==> src/rtl/serial_pattern_gen.sv <==
// serial_pattern_gen: sends a captured pattern MSB-first on a serial line.
// Optional macro SERIAL_PATTERN_GEN_REPEAT_EN sends it rep+1 times.
//
// Ports:
//   clk        rising-edge clock
//   rst        asynchronous active-low reset
//   start      transfer request, sampled only while idle
//   pat        pattern; bit len-1 goes out first
//   len        pattern length 1..PAT_W (0 ignored, larger clamped)
//   rep        extra repetitions (repeat build only)
//   data_out   serial bit
//   data_valid high while data_out carries a pattern bit
//   busy       high from the cycle after start until done
//   done       one-cycle pulse after the last bit
module serial_pattern_gen #(
    parameter int PAT_W = 8
) (
    input  logic             clk,
    input  logic             rst,
    input  logic             start,
    input  logic [PAT_W-1:0] pat,
    input  logic [3:0]       len,
    input  logic [3:0]       rep,
    output logic             data_out,
    output logic             data_valid,
    output logic             busy,
    output logic             done
);

    typedef enum logic [1:0] {
        IDLE,
        SHIFT,
        DONE
    } state_e;

    localparam logic [3:0] LEN_MAX = 4'(PAT_W);

    state_e           state_q, state_d;
    logic [PAT_W-1:0] pat_q, pat_d;
    logic [3:0]       cnt_q, cnt_d;
    logic [3:0]       len_eff;
    logic [PAT_W-1:0] pat_sh;

`ifdef SERIAL_PATTERN_GEN_REPEAT_EN
    logic [3:0] len_q, len_d;
    logic [3:0] rep_q, rep_d;
`else
    logic unused_rep;
    assign unused_rep = ^rep;
`endif

    assign len_eff = (len > LEN_MAX) ? LEN_MAX : len;

    always_comb begin
        state_d = state_q;
        pat_d   = pat_q;
        cnt_d   = cnt_q;
`ifdef SERIAL_PATTERN_GEN_REPEAT_EN
        len_d   = len_q;
        rep_d   = rep_q;
`endif
        unique case (state_q)
            IDLE: begin
                if (start && (len != 4'd0)) begin
                    state_d = SHIFT;
                    pat_d   = pat;
                    cnt_d   = len_eff - 4'd1;
`ifdef SERIAL_PATTERN_GEN_REPEAT_EN
                    len_d   = len_eff;
                    rep_d   = rep;
`endif
                end
            end
            SHIFT: begin
                if (cnt_q == 4'd0) begin
`ifdef SERIAL_PATTERN_GEN_REPEAT_EN
                    // Reload the bit index for the next copy, no gap cycle.
                    if (rep_q != 4'd0) begin
                        cnt_d = len_q - 4'd1;
                        rep_d = rep_q - 4'd1;
                    end else begin
                        state_d = DONE;
                    end
`else
                    state_d = DONE;
`endif
                end else begin
                    cnt_d = cnt_q - 4'd1;
                end
            end
            DONE: begin
                state_d = IDLE;
            end
            default: begin
                state_d = IDLE;
            end
        endcase
    end

    always_ff @(posedge clk or negedge rst) begin
        if (!rst) begin
            state_q <= IDLE;
            pat_q   <= '0;
            cnt_q   <= 4'd0;
`ifdef SERIAL_PATTERN_GEN_REPEAT_EN
            len_q   <= 4'd0;
            rep_q   <= 4'd0;
`endif
        end else begin
            state_q <= state_d;
            pat_q   <= pat_d;
            cnt_q   <= cnt_d;
`ifdef SERIAL_PATTERN_GEN_REPEAT_EN
            len_q   <= len_d;
            rep_q   <= rep_d;
`endif
        end
    end

    // The counter doubles as the index of the bit currently on the line.
    assign pat_sh     = pat_q >> cnt_q;
    assign data_valid = (state_q == SHIFT);
    assign data_out   = (state_q == SHIFT) && pat_sh[0];
    assign busy       = (state_q != IDLE);
    assign done       = (state_q == DONE);

endmodule

==> config.mk <==
export PLATFORM = sky130hd
export DESIGN_NAME = serial_pattern_gen
export DESIGN_NICKNAME = d
export VERILOG_FILES = /design/src/rtl/serial_pattern_gen.sv
export SDC_FILE = /design/constraint.sdc
export NUM_CORES = 1
export LEC_CHECK = 0
export ABC_AREA = 1
export CAP_MARGIN = 20
export CORE_MARGIN = 1.5
export CORE_UTILIZATION = 45
export CTS_CLUSTER_DIAMETER = 120
export DETAILED_ROUTE_END_ITERATION = 10
export PLACE_DENSITY_LB_ADDON = 0.08
export SLEW_MARGIN = 15
export SYNTH_ARGS = -nofsm -noshare
export SYNTH_HDL_FRONTEND = slang
export SYNTH_SLANG_ARGS = --single-unit
==> constraint.sdc <==
create_clock -name clk -period 1.6 [get_ports clk]
set_input_delay 0.32 -clock clk [delete_from_list [all_inputs] [get_ports clk]]
set_output_delay 0.32 -clock clk [all_outputs]
set_load 0.01 [all_outputs]
# Word level (Yosys, flattened, before mapping)
# Cells that the tools add are included.
dict set report word_totals {
  reg_bits 14
  in_bits 19
}
dict set report op_classes {
  n_addsub 2
  n_lt_le_gt_ge 1
  eq_ne 5
  shifts 1
  n_mux 7
  n_reduce_logical 10
}
# op count
set ops {}
lappend ops {{$mux W4} 3}
lappend ops {{$pmux W4 S2} 1}
lappend ops {{$shr A8 B4 Y1} 1}
lappend ops {{$sub A4 B1 Y4 const B} 2}
lappend ops {{$gt A4 B4 Y1 const B} 1}
lappend ops {{$logic_not A4 Y1} 1}
lappend ops {{$mux W2} 2}
lappend ops {{$ne A2 B2 Y1 const B} 2}
lappend ops {{$pmux W2 S2} 1}
lappend ops {{$reduce_and A2 Y1} 2}
lappend ops {{$reduce_bool A2 Y1} 2}
lappend ops {{$reduce_bool A4 Y1} 1}
lappend ops {{$reduce_and A3 Y1} 1}
lappend ops {{$eq A2 B1 Y1 const B} 1}
lappend ops {{$eq A2 B2 Y1 const B} 1}
lappend ops {{$logic_and A1 B1 Y1} 2}
lappend ops {{$logic_not A2 Y1} 1}
lappend ops {{$ne A2 B1 Y1 const B} 1}

# Logic depth before layout (Yosys ltp)
dict set report depth {
  ltp_word 5
  ltp_mapped 9
  ltp_nobuf 9
}

# Worst setup path after synthesis
# OpenSTA, ideal clock, no wires.
dict set report synth_timing {
  path_kind {register to output}
  start {register state_q[0]}
  end {output data_out}
  t_arrival_ns 0.989
  path_slack_ns 0.291
  stages_incl_launch_ff 6
  cell_sequence {dfrtp_1 -> inv_2 -> nor2_4 -> nand2_1 -> o21bai_1 -> nor2_1}
}
dict set report synth_via {
  elab_chain_cells 2
}
# item line_no
set synth_rtl {}
lappend synth_rtl {{from (decl)} 38} ;# state_e state_q, state_d;
lappend synth_rtl {{from (signal assigned)} 110} ;# state_q <= state_d;
lappend synth_rtl {{$eq A2 B1 Y1} -}
lappend synth_rtl {{net data_valid} 25} ;# output logic data_valid,
lappend synth_rtl {{$logic_and A1 B1 Y1} 123} ;# assign data_out = (state_q == SHIFT) && pat_sh[0];
lappend synth_rtl {{to (decl)} 24} ;# output logic data_out,
# The timed path passes the listed nets, and every way through them passes these cells.

# Worst setup path after layout
dict set report layout_timing {
  start {register cnt_q[0]}
  end {output data_out}
}
dict set report layout_via {
  elab_chain_cells 2
}
# item line_no
set layout_rtl {}
lappend layout_rtl {{from (decl)} 40} ;# logic [3:0] cnt_q, cnt_d;
lappend layout_rtl {{from (signal assigned)} 112} ;# cnt_q <= cnt_d;
lappend layout_rtl {{$shr A8 B4 Y1} 121} ;# assign pat_sh = pat_q >> cnt_q;
lappend layout_rtl {{$logic_and A1 B1 Y1} 123}
# Every way passes these cells.

==> metrics.txt <==
Final Max Tran Viols 0; post-synthesis cell count 107; Netlist Area Pre-Place 772 µm²; number of buffers and inverters on the critical path 1; Setup TNS -0.0482 ns; num rows 14; Longest Clk Path Bufs 2; clock group share of total power 0.124; slowest stage delay, CP 0.44 ns; Final nets 157; Post-Place Setup Slack -0.224 ns; post-DR wirelength/cell 10.3 µm; Netlist cell types 17; largest net degree at the start of global routing 17; initial antenna violation count 0; io pins 23; Tot Pwr 2.02 mW; Clock Latency Late Sink 0.28 ns; design area 0.00107 mm²; Die Wd 44.4 µm; WS Path Type reg2out; htree depth 1; CP Launch Type flop; #FFs+latches synth 14; pin slew with the least headroom to its limit 0.222 ns; Hold Vio Cnt, Final 0; GR Layer Usage met1 0.233; GRT met3 Usage 0.0612; Yosys warning count 0; fmax 607 MHz; drt via density 4.85; die area 0.00197 mm²; CP delay by family, top flip-flops; Setup Viol. Count Final 1; routed wire length 1.58 mm; worst hold path type in2async; Max-Cap Viols 0; final hold slack 0.337 ns; fin crit share 1.03; crit-path max FO 6; via count 742; Final Worst Setup Slack -0.0482 ns; Mapped Avg Cell Area 7.21 µm²; Leakage 0.567 nW; first-pass detailed-route iteration total 4; synthesis-to-layout area growth 38.2%; GRT Max-Usage Layer met2; critical-path cell list o21ai_0 -> o21ai_1 -> o21bai_1 -> nor2_1 -> buf_2; Sequential Power Share 0.322; P_sw 0.858 mW; clock tree from TritonCTS yes; Crit. End Element primary output; r2r worst-path depth 6; Slew HR 0.850; routing usage on met2 0.315; worst r2r dst pat_q[7]; PortBufs 18; DP Wirelength 1.25 mm; Syn Nets 126; CTS Buf Count 3; gpl congestion 0.859; global-route wire length before repair 2.70 mm; P per Cell Area 1890 mW/mm²; GRT overflow 0; Worst EP arrival 1.33 ns; failing checks negative setup slack; Non-Filler Instances 153; Placed Area 0.00103 mm²; fin util 0.685; VDD IR max 1.16 mV; vias in the first global route 669; DRC Markers 0; RSZ-0062 raised after global routing yes; Cells after DPL 148; Sw Share 0.425; root buffer selected by CTS clkbuf_4; cts hold-fix bufs 0; Critical Path RT 1.28 ns; Initial Util 0.495; Clock Skew 0.00758 ns; FF+latch area 352 µm²; Int Power 1.16 mW; Fillers 135; sequential fraction of the synthesis area 0.454; Die Span Y 44.4 µm; Comb pwr share 0.554; GRT Total Usage 0.191; Crit-path slowest cell dfrtp_2; CTS sink cnt 14; share of cells above drive strength 1 0.182; Iteration-0 DRC Markers 18; core area 0.00156 mm²; Antenna Nets Post-Route 0; status finished with violations; r2r setup slk 0.30 ns; area of the multi-input gates 352 µm²; n_diodes 0; clock-pin slew on the worst setup and hold paths 0.08 ns; fin crit period 1.65 ns; Reg-to-Reg Start state_q[1]
[per-layer routing]
metal	share of wire	vias up
li1	-	393
met1	0.43	324
met2	0.49	21
met3	0.059	4
met4	0.014	0
met5	0	-
[layout make-up]
cell class / count / area share
clock buffers: 4 / 0.0340
flip-flops and latches: 14 / 0.329
inverters: 17 / 0.0598
well taps: 16 / 0.0188
repair buffers: 27 / 0.229
multi-input cells: 75 / 0.329
[synthesized netlist by cell type]
cell      count  area share
xnor2_1       1       0.011
inv_1        16       0.078
nor2_4        1       0.015
inv_2         1      0.0049
nand4_1       1      0.0081
nand2_1      33        0.16
o21bai_1      1      0.0097
o21ai_1       1      0.0065
nand3_1       2       0.013
a21oi_1       1      0.0065
dfrtp_1      14        0.45
o22ai_1       1      0.0081
nand3_4       1       0.023
o21ai_0      14       0.091
nand2_4       1       0.015
nor2_1       17       0.083
buf_6         1       0.015
[layout by cell type, fill, tap and decap left out, drive strengths merged]
master,count
dlygate4sd2,1
o21ai,15
nand2,34
nand4,1
nor2,18
dfrtp,14
clkdlybuf4s50,14
o21bai,1
o22ai,1
buf,10
inv,17
a21oi,1
nand3,3
xnor2,1
clkbuf,6
[power by group through the flow]
stage,clock (mW),combinational (mW),sequential (mW)
floorplan,0,0.713,0.621
global placement,0,1.09,0.640
detailed placement,0,1.12,0.645
CTS,0.261,1.11,0.641
global route,0.277,1.27,0.669
finish,0.250,1.12,0.650
[worst max-delay path by stage]
stage,start,endpoint,slack [ns],cells after the start
2_1_floorplan,state_q[0],data_out,0.29,5
6_report,cnt_q[0],data_out,-0.05,5
5_1_grt,cnt_q[0],data_out,-0.15,6
4_1_cts,cnt_q[0],data_out,-0.20,5
3_5_place_dp,cnt_q[0],data_out,-0.22,6
3_3_place_gp,cnt_q[0],data_out,-0.19,6
[sequential cells by signal (all words and copies together), names as in the netlist]
name     count
pat_q        8
state_q      2
cnt_q        4
[cells by family after synthesis]
| kind of cell | count (synthesis) | share of synthesized area |
|---|---|---|
| DFF | 14 | 0.454 |
| AOI/OAI and AO/OA | 18 | 0.122 |
| buffers and inverters | 18 | 0.0972 |
| and+or+nand+nor | 56 | 0.316 |
| xor gates and xnor gates | 1 | 0.0113 |
[repair_timing]
| item | CTS | global route |
|---|---|---|
| gates resized for setup | 8 | 10 |
| setup endpoints to repair | 4 | 4 |
| pin swaps | 0 | 1 |
| buffers inserted | 0 | 1 |
Power figures use the tool's default switching activity.
